==> src/rtl/_mul32.sv <==
// _mul32: sequential shift-and-add multiplier returning the low 32 bits of a*b
// (RV32 MUL semantics). One iteration per clock in RUN; the only adder is
// ripple_add32.
//
// Compile-time option:
//   MUL32_EARLY_EN - when defined, RUN also ends after any iteration that leaves
//                    the shifted multiplier at zero. The result is unchanged;
//                    only the latency gets shorter for small multipliers.
//
// Handshake: in IDLE, start=1 at a rising edge is accepted and a/b are captured.
// busy is high for every RUN cycle. done pulses for exactly one cycle (DONE)
// and p is valid from that cycle until the next result is loaded. start is
// ignored outside IDLE.

// 32-bit ripple-carry adder, carry-in 0, carry-out dropped.
module ripple_add32 (
    input  logic [31:0] x,
    input  logic [31:0] y,
    output logic [31:0] s
);
    logic [31:0] c;

    assign c[0] = 1'b0;

    for (genvar i = 0; i < 32; i++) begin : g_bit
        assign s[i] = x[i] ^ y[i] ^ c[i];
        if (i < 31) begin : g_carry
            assign c[i+1] = (x[i] & y[i]) | (c[i] & (x[i] ^ y[i]));
        end
    end
endmodule

module _mul32 (
    input  logic        clk,
    input  logic        rst_n,
    input  logic        start,
    input  logic [31:0] a,
    input  logic [31:0] b,
    output logic        busy,
    output logic        done,
    output logic [31:0] p
);
    typedef enum logic [1:0] {
        S_IDLE = 2'd0,
        S_RUN  = 2'd1,
        S_DONE = 2'd2
    } state_t;

    state_t      state;
    state_t      state_nxt;
    logic [31:0] mcand;
    logic [31:0] mplier;
    logic [31:0] acc;
    logic [31:0] sum;
    logic [31:0] acc_nxt;
    logic [4:0]  cnt;
    logic        last_iter;

    ripple_add32 u_add (
        .x (acc),
        .y (mcand),
        .s (sum)
    );

    // Accumulator value produced by the current RUN iteration.
    always_comb begin
        acc_nxt = mplier[0] ? sum : acc;
    end

    // Decide whether the current RUN iteration is the final one.
    always_comb begin
`ifdef MUL32_EARLY_EN
        // mplier[31:1] is the multiplier after this iteration's shift.
        last_iter = (cnt == 5'd31) || (mplier[31:1] == 31'd0);
`else
        last_iter = (cnt == 5'd31);
`endif
    end

    // State register.
    always_ff @(posedge clk or negedge rst_n) begin
        if (!rst_n) begin
            state <= S_IDLE;
        end else begin
            state <= state_nxt;
        end
    end

    // Next-state logic.
    always_comb begin
        state_nxt = state;
        case (state)
            S_IDLE:  if (start) state_nxt = S_RUN;
            S_RUN:   if (last_iter) state_nxt = S_DONE;
            S_DONE:  state_nxt = S_IDLE;
            default: state_nxt = S_IDLE;
        endcase
    end

    // Datapath: operand capture, one shift-and-add step per RUN cycle,
    // result load on the edge that leaves RUN.
    always_ff @(posedge clk or negedge rst_n) begin
        if (!rst_n) begin
            mcand  <= 32'd0;
            mplier <= 32'd0;
            acc    <= 32'd0;
            cnt    <= 5'd0;
            p      <= 32'd0;
        end else begin
            case (state)
                S_IDLE: begin
                    if (start) begin
                        mcand  <= a;
                        mplier <= b;
                        acc    <= 32'd0;
                        cnt    <= 5'd0;
                    end
                end
                S_RUN: begin
                    acc    <= acc_nxt;
                    mcand  <= {mcand[30:0], 1'b0};
                    mplier <= {1'b0, mplier[31:1]};
                    cnt    <= cnt + 5'd1;
                    if (last_iter) begin
                        p <= acc_nxt;
                    end
                end
                default: begin
                end
            endcase
        end
    end

    // Status outputs decode directly from the state, so they can never overlap.
    assign busy = (state == S_RUN);
    assign done = (state == S_DONE);
endmodule

==> config.mk <==
export PLATFORM = sky130hd
export DESIGN_NAME = _mul32
export DESIGN_NICKNAME = d
export VERILOG_FILES = /design/src/rtl/_mul32.sv
export SDC_FILE = /design/constraint.sdc
export NUM_CORES = 1
export LEC_CHECK = 0
export ABC_AREA = 1
export BUFFER_PORTS_ARGS = -buffer_cell sky130_fd_sc_hd__buf_2
export CELL_PAD_IN_SITES_DETAIL_PLACEMENT = 0
export CELL_PAD_IN_SITES_GLOBAL_PLACEMENT = 2
export CORE_ASPECT_RATIO = 2
export CORE_UTILIZATION = 35
export DETAILED_ROUTE_END_ITERATION = 16
export PLACE_DENSITY = 0.92
export SLEW_MARGIN = 25
export SYNTH_ARGS = -nofsm -noshare
export SYNTH_HDL_FRONTEND = slang
export SYNTH_SLANG_ARGS = --single-unit
==> constraint.sdc <==
create_clock -name clk -period 32 [get_ports clk]
set_clock_uncertainty 0.2 [all_clocks]
set_input_delay 4.8 -clock clk [delete_from_list [all_inputs] [get_ports clk]]
set_output_delay 4.8 -clock clk [all_outputs]
set_load 0.1 [all_outputs]
==> run metrics <==
Vert. Die Dim 196 um; crit path max fanout 3; PortBufs 100; Achievable Freq 76.4 MHz; Setup TNS 0 ns; Final Wtd Congestion 0.783; Final nets 938; dominant synthesized flop cell dfrtp_1; critical path startpoint category flop; fin. max-slew vios 0; sw power 428 uW; hold path start mplier[31]; slew margin rel. 52.7%; dpl ws 18.98 ns; critical path type reg -> reg; count leader, synth nand2_1; crit path max-delay cell type fa_1; Synthesized Nets 856; Initial Util 35.9%; final setup margin 18.91 ns; hold path endpoint mplier[31]; Sw Share 45.2%; DRC Markers 0; worst vdd ir 0.0578 mV; clock buffer depth 2; Synth cell types 22; Yosys top cell by area dfrtp_1; worst flop-to-flop path endpoint acc[30]; Synth top cells by count nand2_1 (310), dfrtp_1 (135), inv_1 (65); RSZ-0062 raised after global routing false; TritonCTS Buffers 17; number of global-route vias before repair 5470; combinational share of power 45.3%; status complete, no violations; Seq cells post-synth 135; die area 0.0194 mm^2; antenna violations before repair 0; average vias per placed instance 4.76; post-synthesis sequential area ratio 51.3%; P_int 519 uW; EDFF count, synth 0; via count 5081; cells after synthesis 756; Worst Hold Class reg -> reg; CTS tree yes; Final period util 40.9%; gr usage total 17.5%; # Post-CTS Setup Buffers 0; Synth top area share 51.3%; Detailed Route WL 15.2 mm; worst endpoint required time 32.06 ns; R2R depth 37; clock power share 23.4%; layout cells sized above 1 16.7%; max-cap violation count 0; slew of the pin with the lowest slew margin 0.709 ns; # setup viols final 0; gr ovfl total 0; Netlist Area Pre-Place 0.00658 mm^2; Synth warnings 0; Area Growth Syn to Fin 18.8%; minimum clock period 13.09 ns; critical path data arrival time 13.15 ns; fill count 1885; CTS Hold Bufs 0; core area 0.0183 mm^2; power per standard cell area 121 mW/mm^2; cell repeated most along the worst path fa_1; Syn Area/Cell 8.70 um^2; CP endpoint kind flop; synth top area cells dfrtp_1 (51%), nand2_1 (18%), fa_1 (9.1%); Worst-Skew Late Latency 0.41 ns; first drt pass iteration count 4; Die X 99.0 um; cell total after placement 1035; average wire per standard cell 14.2 um; Crit Reg-Reg Startpoint mcand[0]; post-DP HPWL 9.69 mm; cell leakage power 0.00385 uW; Antenna Cells 0; # rows 70; post-CTS sizing 0; number of top-level pins 101; largest net degree at the start of global routing 77; WHS Path Cells 2; ANT nets after route 0; non-filler instance count after layout 1067; H-tree levels 4; final hold vios 0; Max stage delay on crit path 0.42 ns; Reg clk slew, reported paths 0.06 ns; sequential power share 31.3%; first-pass GRT wire length 26.4 mm; reg-to-reg slack, setup 18.91 ns; clk sinks 135; ys async rst share 100%; initial DRC count 209; clock root cell clkbuf_16
flip-flops by register name (all words and copies together) (netlist names):
signal	count
acc	32
mcand	32
mplier	32
p	32
cnt	5
state	2
final cells by class:
cell class	instances	area [um^2]	share of cell area, %
flip-flops and latches	135	3380	43.2
multi-input cells	512	2710	34.6
repair buffers	103	533	6.82
clock buffers	24	502	6.42
well taps	216	270	3.46
inverters	69	262	3.34
clock inverters	8	165	2.11
power by group through the flow:
stage               clock (uW)  sequential (uW)  combinational (uW)
global placement             0              297                 428
detailed placement           0              299                 436
global route               234              308                 489
CTS                        228              297                 437
finish                     222              297                 429
floorplan                    0              397                 247
metal layers:
layer / GRT usage, % / wire length, um
met1: 19.8 / 6200
met2: 32.1 / 8260
met3: 3.56 / 457
met4: 6.47 / 260
met5: 0 / 0
how the worst max path moves through the flow:
stage,start,end,cells after the start
2_1_floorplan,mcand[0],acc[30],37
3_3_place_gp,mcand[0],acc[30],37
5_1_grt,mcand[0],acc[30],37
4_1_cts,mcand[0],acc[30],37
3_5_place_dp,mcand[0],acc[30],37
6_report,mcand[0],acc[30],37
per-stage QoR:
step	area (um^2)	utilization, %	hold slack [ns]	power (uW)
6_report	7820	42.7	0.269	947
5_1_grt	7820	42.7	0.294	1030
3_3_place_gp	7150	39.0	0.256	725
4_1_cts	7820	42.7	0.274	963
3_5_place_dp	7150	39.1	0.260	735
2_1_floorplan	6580	-	0.242	644
worst max-delay path: cells and delay by family, from the launching register on:
kind,cells,cell delay [ns]
AO/OA/AOI/OAI,2,0.20
buffers and inverters,2,0.13
flip-flops,1,0.36
adder cells (fa/ha/maj),31,11.92
AND/OR/NAND/NOR,2,0.14
placed cells by master (no fill, tap or decap), types with 2 or more instances in the layout:
master	netlist	final
a21oi_1	29	29
buf_2	23	99
buf_4	10	2
buf_6	3	2
bufinv_16	0	5
clkbuf_1	4	2
clkbuf_16	0	17
clkbuf_8	0	5
clkinv_2	0	3
dfrtp_1	135	134
fa_1	30	30
ha_1	3	3
inv_1	65	65
inv_2	3	3
nand2_1	310	310
nand2_4	2	2
nand3_1	34	34
nor2_1	34	34
o211ai_1	30	30
o21ai_0	35	35
logic make-up (layout without fill, tap and decap cells):
| kind of cell | Yosys count | count (layout) | share of synthesized area [%] |
|---|---|---|---|
| fa+ha+maj | 33 | 33 | 9.70 |
| compound gates | 96 | 96 | 8.52 |
| buf+inv | 109 | 204 | 7.61 |
| flops | 135 | 135 | 51.3 |
| simple gates | 383 | 383 | 22.8 |
Power figures use the tool's default switching activity.
